[src/rtl/fft_stream_gen.sv]
// -----------------------------------------------------------------------------
// fft_stream_gen
//
// Source of FFT-output-style frames (data/valid/sop/eop) for exercising the
// spectrum display path without a real FFT core. A small FSM walks a sample
// index through each frame. A registered generator stage turns that index into
// a sample according to the selected pattern. An equal-depth delay line then
// carries data and flags to the outputs.
//
// Handshake: there is no back-pressure. fft_valid qualifies fft_data, fft_sop
// and fft_eop on every cycle it is high. When fft_valid is low, data, sop and
// eop are driven to zero.
//
// Ports:
//   sys_clk     system clock
//   rst_n       asynchronous active-low reset
//   start       single-cycle pulse, begins a run when idle
//   stop        level, ends the run at the next frame boundary
//   mode        0 ramp, 1 constant, 2 single tone, 3 LFSR (sampled at idx 0)
//   frames_req  frames per run, 0 = continuous until stop
//   tone_bin    bin index carrying tone_mag in mode 2
//   tone_mag    constant value (mode 1) / tone-bin value (mode 2)
//   fft_data    sample
//   fft_valid   sample qualifier
//   fft_sop     first sample of a frame
//   fft_eop     last sample of a frame
//   busy        run active or samples still in the delay line
//   frame_cnt   frames whose eop has reached the output in the current run
//
// The FSM state is held in the signal "state" (type state_t) for observation.
// -----------------------------------------------------------------------------
module fft_stream_gen #(
    parameter int          DATA_W    = 32,
    parameter int          FRAME_LEN = 256,
    parameter int          GAP_LEN   = 0,
    parameter int          DELAY     = 20,
    parameter logic [31:0] LFSR_SEED = 32'hACE1_2024
) (
    input  logic                         sys_clk,
    input  logic                         rst_n,
    input  logic                         start,
    input  logic                         stop,
    input  logic [1:0]                   mode,
    input  logic [15:0]                  frames_req,
    input  logic [$clog2(FRAME_LEN)-1:0] tone_bin,
    input  logic [DATA_W-1:0]            tone_mag,
    output logic [DATA_W-1:0]            fft_data,
    output logic                         fft_valid,
    output logic                         fft_sop,
    output logic                         fft_eop,
    output logic                         busy,
    output logic [15:0]                  frame_cnt
);

    localparam int          IDX_W     = $clog2(FRAME_LEN);
    localparam logic [15:0] GAP_LAST  = 16'(GAP_LEN - 1);
    // Galois form of x^32 + x^22 + x^2 + x + 1, shifting right.
    localparam logic [31:0] LFSR_TAPS = 32'h8020_0003;

    localparam logic [1:0] MODE_RAMP  = 2'd0;
    localparam logic [1:0] MODE_CONST = 2'd1;
    localparam logic [1:0] MODE_TONE  = 2'd2;
    localparam logic [1:0] MODE_LFSR  = 2'd3;

    typedef enum logic [1:0] {
        S_IDLE = 2'd0,
        S_RUN  = 2'd1,
        S_GAP  = 2'd2,
        S_DONE = 2'd3
    } state_t;

    state_t state;
    state_t state_nxt;

    // Sequencer registers
    logic [IDX_W-1:0]  idx;
    logic [15:0]       gap_cnt;
    logic [15:0]       issued_cnt;
    logic [15:0]       req_lat;
    logic              stop_flag;
    logic [1:0]        mode_lat;
    logic [IDX_W-1:0]  bin_lat;
    logic [DATA_W-1:0] mag_lat;
    logic [31:0]       lfsr;

    // Control decoded by the FSM
    logic start_run;
    logic emit;
    logic frame_end;
    logic stop_any;
    logic last_frame;
    logic pipe_empty;

    // Pattern selection and generator stage
    logic [1:0]        cur_mode;
    logic [IDX_W-1:0]  cur_bin;
    logic [DATA_W-1:0] cur_mag;
    logic [31:0]       lfsr_nxt;
    logic [DATA_W-1:0] sample;

    logic [DATA_W-1:0] g_data;
    logic              g_valid;
    logic              g_sop;
    logic              g_eop;

    // A stop seen in the very cycle of the frame end still counts.
    assign stop_any   = stop_flag | stop;
    assign last_frame = (req_lat != 16'd0) &&
                        ((17'(issued_cnt) + 17'd1) == 17'(req_lat));

    // -------------------------------------------------------------------------
    // FSM
    // -------------------------------------------------------------------------
    always_ff @(posedge sys_clk or negedge rst_n) begin
        if (!rst_n) begin
            state <= S_IDLE;
        end else begin
            state <= state_nxt;
        end
    end

    always_comb begin
        state_nxt = state;
        start_run = 1'b0;
        emit      = 1'b0;
        frame_end = 1'b0;
        case (state)
            S_IDLE: begin
                if (start) begin
                    start_run = 1'b1;
                    state_nxt = S_RUN;
                end
            end
            S_RUN: begin
                emit = 1'b1;
                // FRAME_LEN is a power of two, so the last index is all ones.
                if (&idx) begin
                    frame_end = 1'b1;
                    if (stop_any || last_frame) begin
                        state_nxt = S_DONE;
                    end else if (GAP_LEN > 0) begin
                        state_nxt = S_GAP;
                    end else begin
                        state_nxt = S_RUN;
                    end
                end
            end
            S_GAP: begin
                if (gap_cnt == GAP_LAST) begin
                    state_nxt = stop_any ? S_DONE : S_RUN;
                end
            end
            S_DONE: begin
                if (pipe_empty) begin
                    state_nxt = S_IDLE;
                end
            end
            default: state_nxt = S_IDLE;
        endcase
    end

    // -------------------------------------------------------------------------
    // Sequencer datapath
    // -------------------------------------------------------------------------
    always_ff @(posedge sys_clk or negedge rst_n) begin
        if (!rst_n) begin
            idx        <= '0;
            gap_cnt    <= '0;
            issued_cnt <= '0;
            req_lat    <= '0;
            stop_flag  <= 1'b0;
            mode_lat   <= MODE_RAMP;
            bin_lat    <= '0;
            mag_lat    <= '0;
            lfsr       <= LFSR_SEED;
        end else if (start_run) begin
            idx        <= '0;
            gap_cnt    <= '0;
            issued_cnt <= '0;
            req_lat    <= frames_req;
            // start+stop together still produces one complete frame.
            stop_flag  <= stop;
            lfsr       <= LFSR_SEED;
        end else begin
            if (state == S_RUN || state == S_GAP) begin
                stop_flag <= stop_flag | stop;
            end
            if (emit) begin
                // Wraps to 0 at the frame end, ready for the next frame.
                idx <= idx + 1'b1;
                if (idx == '0) begin
                    mode_lat <= mode;
                    bin_lat  <= tone_bin;
                    mag_lat  <= tone_mag;
                end
                if (frame_end) begin
                    issued_cnt <= issued_cnt + 16'd1;
                end
                if (cur_mode == MODE_LFSR) begin
                    lfsr <= lfsr_nxt;
                end
            end
            if (state == S_GAP) begin
                gap_cnt <= (gap_cnt == GAP_LAST) ? 16'd0 : gap_cnt + 16'd1;
            end
        end
    end

    // -------------------------------------------------------------------------
    // Pattern generator. At idx 0 the live inputs are used directly; the
    // latched copies hold them for the rest of the frame.
    // -------------------------------------------------------------------------
    assign cur_mode = (idx == '0) ? mode     : mode_lat;
    assign cur_bin  = (idx == '0) ? tone_bin : bin_lat;
    assign cur_mag  = (idx == '0) ? tone_mag : mag_lat;
    assign lfsr_nxt = {1'b0, lfsr[31:1]} ^ (lfsr[0] ? LFSR_TAPS : 32'h0);

    always_comb begin
        sample = '0;
        case (cur_mode)
            MODE_RAMP:  sample = DATA_W'(idx);
            MODE_CONST: sample = cur_mag;
            MODE_TONE:  sample = (idx == cur_bin) ? cur_mag : '0;
            MODE_LFSR:  sample = DATA_W'(lfsr_nxt);
            default:    sample = '0;
        endcase
    end

    always_ff @(posedge sys_clk or negedge rst_n) begin
        if (!rst_n) begin
            g_data  <= '0;
            g_valid <= 1'b0;
            g_sop   <= 1'b0;
            g_eop   <= 1'b0;
        end else begin
            g_data  <= emit ? sample : '0;
            g_valid <= emit;
            g_sop   <= emit && (idx == '0);
            g_eop   <= frame_end;
        end
    end

    // -------------------------------------------------------------------------
    // Output delay line: identical depth for data and all flags.
    // -------------------------------------------------------------------------
    generate
        if (DELAY == 0) begin : g_nodelay
            assign fft_data   = g_data;
            assign fft_valid  = g_valid;
            assign fft_sop    = g_sop;
            assign fft_eop    = g_eop;
            assign pipe_empty = !g_valid;
        end else begin : g_delay
            logic [DATA_W-1:0] d_pipe [DELAY];
            logic [DELAY-1:0]  v_pipe;
            logic [DELAY-1:0]  s_pipe;
            logic [DELAY-1:0]  e_pipe;

            always_ff @(posedge sys_clk or negedge rst_n) begin
                if (!rst_n) begin
                    for (int i = 0; i < DELAY; i++) begin
                        d_pipe[i] <= '0;
                    end
                    v_pipe <= '0;
                    s_pipe <= '0;
                    e_pipe <= '0;
                end else begin
                    d_pipe[0] <= g_data;
                    v_pipe[0] <= g_valid;
                    s_pipe[0] <= g_sop;
                    e_pipe[0] <= g_eop;
                    for (int i = 1; i < DELAY; i++) begin
                        d_pipe[i] <= d_pipe[i-1];
                        v_pipe[i] <= v_pipe[i-1];
                        s_pipe[i] <= s_pipe[i-1];
                        e_pipe[i] <= e_pipe[i-1];
                    end
                end
            end

            assign fft_data   = d_pipe[DELAY-1];
            assign fft_valid  = v_pipe[DELAY-1];
            assign fft_sop    = s_pipe[DELAY-1];
            assign fft_eop    = e_pipe[DELAY-1];
            assign pipe_empty = !g_valid && (v_pipe == '0);
        end
    endgenerate

    // -------------------------------------------------------------------------
    // Status
    // -------------------------------------------------------------------------
    // DONE only returns to IDLE once every sample has left, so busy covers
    // the drain without extra bookkeeping.
    assign busy = (state != S_IDLE);

    always_ff @(posedge sys_clk or negedge rst_n) begin
        if (!rst_n) begin
            frame_cnt <= '0;
        end else if (start_run) begin
            frame_cnt <= '0;
        end else if (fft_valid && fft_eop) begin
            frame_cnt <= frame_cnt + 16'd1;
        end
    end

endmodule

[config.mk]
export PLATFORM = sky130hd
export DESIGN_NAME = fft_stream_gen
export DESIGN_NICKNAME = d
export VERILOG_FILES = /design/src/rtl/fft_stream_gen.sv
export SDC_FILE = /design/constraint.sdc
export NUM_CORES = 1
export LEC_CHECK = 0
export BUFFER_PORTS_ARGS = -buffer_cell sky130_fd_sc_hd__buf_2
export CAP_MARGIN = 20
export CORE_ASPECT_RATIO = 1.75
export CORE_MARGIN = 2
export CORE_UTILIZATION = 50
export DETAILED_ROUTE_END_ITERATION = 8
export GPL_ROUTABILITY_DRIVEN = 0
export PLACE_DENSITY_LB_ADDON = 0.12
export RECOVER_POWER = 100
export SYNTH_ARGS = -nofsm -noshare
export SYNTH_HDL_FRONTEND = slang
export SYNTH_SLANG_ARGS = --single-unit
[constraint.sdc]
create_clock -name sys_clk -period 5 [get_ports sys_clk]
set_input_delay 0.75 -clock sys_clk [delete_from_list [all_inputs] [get_ports sys_clk]]
set_output_delay 0.75 -clock sys_clk [all_outputs]
set_load 0.03 [all_outputs]
==> out/qor.txt, run 1 <==
Outcome: complete, but fails checks
Failing checks: max-capacitance violations, max-slew violations
Lkg Pwr: 15.1 nW
Total Neg Setup Slack: 0 ns
ANT nets after route: 0
Row Count: 112
RSZ-0062 raised after global routing: false
First-pass GRT wire length: 72,100 um
Gr usage total: 15.9%
Primary FF master, synth: dfrtp_1
Worst-path maximum fanout: 24
Ys async rst share: 100%
Critical Path End Type: flip-flop
PortBufs: 113
WP data arrival: 4.55 ns
Top cells by count, synth: dfrtp_1 (873), nand2_1 (179), nor2_1 (64), o21ai_0 (49), nand3_1 (47)
Post-cts hold buffer count: 0
Via count: 12.9k
Remaining DRCs: 0
Post-CTS Setup Repair Bufs: 0
Mean Syn Cell Area: 16.1 um^2
Setup WS pre-CTS: 1.35 ns
Post-route setup slack: 0.923 ns
Worst EP required: 5.47 ns
Post-DP HPWL: 24,600 um
Slew at the pin closest to its max-slew limit: 3.05 ns
Clock Sinks: 884
Post-CTS resize count: 0
Post-synth EDFFs: 0
Share of cells above drive strength 1: 13.8%
Post-synthesis sequential area ratio: 82.0%
Cell Area, Synth: 0.0270 mm^2
Top-count cell post-synth: dfrtp_1
Initial DRC Count: 841
Tot Pwr: 18.8 mW
Max-slew violations: 195
Synth top area share: 80.9%
Max-cap viol count: 2
CTS root buf: clkbuf_16
Number of synthesized register bits: 884
Top cells by area, synth: dfrtp_1 (81%), nand2_1 (2.5%), mux2_2 (1.7%)
Clock buffer depth: 3
Final-layout fill cell count: 4,090
Slew margin rel.: -103%
FF-to-FF path depth: 8
Min Tclk post-route: 4.08 ns
Grt ovf: 0
Hold Path Stages: 3
Post-synthesis to final-layout area growth: 13.0%
Number of vias per cell: 5.07
Full die area: 0.0559 mm^2
Wire per inst: 16.6 um
Vias in the first global route: 13.8k
Clock Skew: 0.0165 ns
CTS Buf Count: 76
Antenna cells: 0
Synth Instances: 1,681
Yosys warnings: 0
Htree depth: 3
Insertion delay to the later sink of the worst-skew pair: 0.61 ns
Power Density: 615 mW/mm^2
Endpoints failing setup: 0
Crit start category: flip-flop
Syn_nets: 1,753
Initial Utilization: 50.5%
Crit share post-route: 81.5%
Fmax: 245 MHz
Largest net degree at the start of global routing: 147
Crit path kind: reg2reg
Top cell type by total area after synthesis: dfrtp_1
Initial antenna violation count: 0
Max rail drop VDD: 0.352 mV
Fin. Hold Viols: 0
# IOs: 114
Min-Delay Path Class: in2reg
Clk slew on worst S/H paths: 0.07 ns
Final-stage net count: 1,875
CTS tree: done
Wirelength, routed: 42,100 um
Core area: 0.0534 mm^2
Die Span Y: 311 um
First-pass DRT Iterations: 5
Library cells used by synthesis: 65
DIE WIDTH: 180 um
-- registers in the layout (all words and copies together), names as in the netlist --
name,count
idx,8
g_delay.e_pipe,20
bin_lat,8
g_sop,1
req_lat,16
frame_cnt,16
mode_lat,2
issued_cnt,16
gap_cnt,16
g_valid,1
g_delay.d_pipe,608
g_eop,1
g_delay.v_pipe,20
g_data,32
g_delay.s_pipe,20
fft_data,32
mag_lat,32
lfsr,32
stop_flag,1
state,2
-- path summary, 6_finish.rpt --
kind                                               start                            end  slack [ns]
hold reg to reg            g_delay.d_pipe[483]$_DFF_PN0_  g_delay.d_pipe[451]$_DFF_PN0_        0.33
min in group asynchronous                          rst_n   g_delay.d_pipe[42]$_DFF_PN0_        1.07
max in group asynchronous                          rst_n  g_delay.d_pipe[144]$_DFF_PN0_        1.45
setup reg to reg                      idx[0]$_DFFE_PN0P_           g_data[25]$_DFF_PN0_        0.92
hold / removal                             frames_req[5]         req_lat[5]$_DFFE_PN0P_        0.32
setup / recovery                      idx[0]$_DFFE_PN0P_           g_data[25]$_DFF_PN0_        0.92
-- critical path, stage by stage (launching register included) --
cell,delay (ns)
dfrtp_1,0.44
inv_1,0.13
ha_1,0.16
nor4b_1,0.44
nand2_1,0.54
a21oi_1,1.02
nand2_1,0.11
clkbuf_1,0.58
o31ai_1,0.52
-- cell usage in the layout, fill, tap and decap left out, drive strengths merged, types with 11 or more instances in the layout --
| cell | Yosys | final |
|---|---|---|
| xor2 | 26 | 26 |
| buf | 43 | 68 |
| nand2 | 179 | 179 |
| mux2i | 27 | 27 |
| mux2 | 41 | 41 |
| nand4 | 22 | 22 |
| and3 | 12 | 12 |
| inv | 18 | 22 |
| dfrtp | 873 | 873 |
| a21oi | 47 | 47 |
| o31ai | 27 | 27 |
| dfstp | 11 | 11 |
| nand3 | 47 | 47 |
| xnor2 | 32 | 32 |
| o21ai | 49 | 49 |
| a31oi | 14 | 14 |
| nor2 | 65 | 65 |
| clkinv | 0 | 16 |
| clkbuf | 44 | 175 |
-- stage by stage --
step	cells	hold slack [ns]	util (%)	cell area [um^2]
final	2543	0.324	57.1	30500
after global placement	2408	0.332	52.7	28100
after CTS	2542	0.248	57.4	30700
after global routing	2543	0.318	57.1	30500
after floorplan	1681	0.331	-	27000
after detailed placement	2408	0.335	52.7	28100
-- kinds of logic after synthesis --
logic type	Yosys count	share of synthesized area (%)
adders and majority gates	10	0.464
and+or+nand+nor	378	6.37
buffers and inverters	105	1.98
xor gates and xnor gates	58	1.88
DFF	884	82.0
AOI/OAI and AO/OA	178	4.57
muxes	68	2.71
-- power breakdown --
group / internal [mW] / switching (mW) / leakage [nW]
sequential: 9.43 / 0.851 / 11.8
combinational: 0.932 / 1.73 / 1.96
clock: 3.26 / 2.55 / 1.25
-- cell type report --
type,count,area (um^2),share of cell area [%]
timing repair buffer,131,667,2.19
clock inverter,22,288,0.944
inverter,18,67.6,0.222
clock buffer,112,2240,7.34
sequential,884,22100,72.6
tap,684,856,2.81
multi-input combinational,692,4250,13.9
-- routing by layer --
layer  vias up  GRT usage [%]  wire length (um)
met5         -              0                 0
met4         0           6.26              1230
met3        98           2.97              1880
met2       303           27.1             21800
met1      6694           20.1             17200
li1       5786              -                 -
(Power assumes the default switching activity.)
==> inputs of run 2 (changes only) <==
==> constraint.sdc (replaced) <==
create_clock -name sys_clk -period 3.4 [get_ports sys_clk]
set_input_delay 0.51 -clock sys_clk [delete_from_list [all_inputs] [get_ports sys_clk]]
set_output_delay 0.51 -clock sys_clk [all_outputs]
set_load 0.03 [all_outputs]
==> run 2 against run 1 <==
Effect of this change:
- the run still ends with max-capacitance violations, max-slew violations left
- setup slack worse by 0.54 ns
- non-clock buffer count is 12 higher
- die area stayed put
- maximum frequency is 35% higher
- first-iteration DRC count is 5.6% lower
- via count is 0.32% lower
- sequential share of layout area is 0.060 points higher
- clock-buffer cell count is 5 lower
- flip-flop and latch count stayed put
- cell count is 0.43% higher
- power is 47% higher
- hold slack worse by 0.22 ns
==> out/qor.txt, run 2 (synthesis gave the netlist of run 1 again) <==
Share of cells above drive strength 1: 14.2% (+0.40 points)
Min-Delay Path Class: in2reg
Failing checks: max-capacitance violations, max-slew violations
Final-stage net count: 1,884 (+0.48%)
Outcome: complete, but fails checks
First-pass GRT wire length: 70,600 um (-2.1%)
Fmax: 332 MHz (+35%)
Wirelength, routed: 41,000 um (-2.8%)
Cell count after placement: 2,420 (+0.50%)
Slew at the pin closest to its max-slew limit: 1.84 ns (-1.21 ns)
Clk slew on worst S/H paths: 0.07 ns (about the same)
Slew margin rel.: -22.5% (+81 points)
Remaining DRCs: 0 (unchanged)
Worst EP required: 3.90 ns (-1.57 ns)
Die Span Y: 311 um (unchanged)
Insertion delay to the later sink of the worst-skew pair: 0.60 ns (about the same)
Finished Layout Cells: 2,554 (+0.43%)
Full die area: 0.0559 mm^2 (unchanged)
Clock Sinks: 884 (unchanged)
Number of vias per cell: 5.03 (-0.75%)
DIE WIDTH: 180 um (unchanged)
Hold Crit Start: frames_req[6]
Post-CTS resize count: 0 (unchanged)
First-pass DRT Iterations: 5 (unchanged)
Initial Utilization: 50.5% (unchanged)
Max rail drop VDD: 0.544 mV (+55%)
Min Tclk post-route: 3.01 ns (-1.06 ns)
Max-cap viol count: 4 (+2)
Power Density: 902 mW/mm^2 (+47%)
PortBufs: 113 (unchanged)
Htree depth: 3 (unchanged)
Commonest non-fill, non-tap cell in the layout: dfrtp_1
Post-CTS Setup Repair Bufs: 0 (unchanged)
Via count: 12.8k (-0.32%)
Total Neg Setup Slack: 0 ns (unchanged)
Vias in the first global route: 13.8k (+0.51%)
Clock buffer depth: 3 (unchanged)
Max FFs per register: 608 (unchanged)
Gr usage total: 15.5% (-0.41 points)
Hold WS: 0.108 ns (-0.216 ns)
Core area: 0.0534 mm^2 (unchanged)
ANT nets after route: 0 (unchanged)
Worst-path maximum fanout: 28 (+17%)
CTS root buf: clkbuf_16
Tot Pwr: 27.5 mW (+47%)
Largest net degree at the start of global routing: 116 (-21%)
Util after Layout: 57.1% (about the same)
Critical Path End Type: flip-flop
Post-cts hold buffer count: 1 (+1)
Top reg by flops: g_delay.d_pipe
# IOs: 114 (unchanged)
Initial antenna violation count: 1 (+1)
Lkg Pwr: 15.0 nW (about the same)
Crit start category: flip-flop
Final Cell Area: 0.0305 mm^2 (about the same)
RSZ-0062 raised after global routing: false
Fin. Hold Viols: 0 (unchanged)
Crit path kind: reg2reg
Antenna cells: 0 (unchanged)
Post-route setup slack: 0.387 ns (-0.536 ns)
Endpoints failing setup: 0 (unchanged)
Post-DP HPWL: 24,600 um (+0.37%)
Wire per inst: 16.0 um (-3.2%)
Setup WS pre-CTS: 0.531 ns (-0.822 ns)
Row Count: 112 (unchanged)
Max-slew violations: 258 (+32%)
CTS tree: done
CTS Buf Count: 73 (-3.9%)
Clock Skew: 0.0259 ns (+0.00941 ns)
Initial DRC Count: 794 (-5.6%)
Post-synthesis to final-layout area growth: 12.9% (about the same)
Most frequent cells in the layout: dfrtp_1 (873), nand2_1 (179), clkbuf_16 (74), clkbuf_1 (74), nor2_1 (65)
Grt ovf: 0 (unchanged)
Placed cell area: 0.0283 mm^2 (+0.45%)
Crit share post-route: 88.6% (+7.1 points)
WP data arrival: 3.51 ns (-1.04 ns)
Launching point of the worst reg2reg path: idx[0]$_DFFE_PN0P_
CP startpoint: idx[0]$_DFFE_PN0P_
[run 2: path summary, 6_finish.rpt]
| path | endpoint | slack (ns) | cells past startpoint |
|---|---|---|---|
| worst min register to register | g_delay.d_pipe[612]$_DFF_PN0_ | 0.33 | 0 |
| worst max register to register | g_data[24]$_DFF_PN0_ | 0.39 | 10 |
| max in group asynchronous | g_delay.d_pipe[514]$_DFF_PN0_ | 0.75 | 3 |
| worst max-delay path | g_data[24]$_DFF_PN0_ | 0.39 | 10 |
| min in group asynchronous | fft_data[12]$_DFF_PN0_ | 0.49 | 2 |
| worst min-delay path | req_lat[6]$_DFFE_PN0P_ | 0.11 | 3 |
[run 2: where the power goes]
part	leakage, nW	total (mW)	internal (mW)	switching (mW)
sequential	11.8	15.1	13.9	1.23
clock	1.22	8.47	4.88	3.58
combinational	1.98	3.92	1.43	2.49
[run 2: per-layer routing]
metal	share of wire, %	vias to the layer above	track usage, %
met3	4.6	92	2.97
met2	52	299	26.2
met5	0.017	-	0
met4	3.2	2	6.98
li1	-	5816	-
met1	40	6631	19.3
[run 2: area by class of cell]
| type | instances | area, um^2 |
|---|---|---|
| fillers | 4115 | 22900 |
| clock buffers | 107 | 2150 |
| multi-input cells | 692 | 4240 |
| repair buffers | 143 | 698 |
| clock inverters | 26 | 337 |
| inverters | 18 | 67.6 |
| flip-flops and latches | 884 | 22100 |
| well taps | 684 | 856 |
[run 2: worst max-delay path, cell delays in order (launching register included)]
cell      delay [ns]
dfrtp_1         0.45
inv_1           0.13
ha_1            0.16
or4b_1          0.54
nor2_1          0.27
buf_4           0.36
and3_1          0.21
a31o_2          0.09
o21ba_2         0.25
clkbuf_2        0.21
o31ai_1         0.26
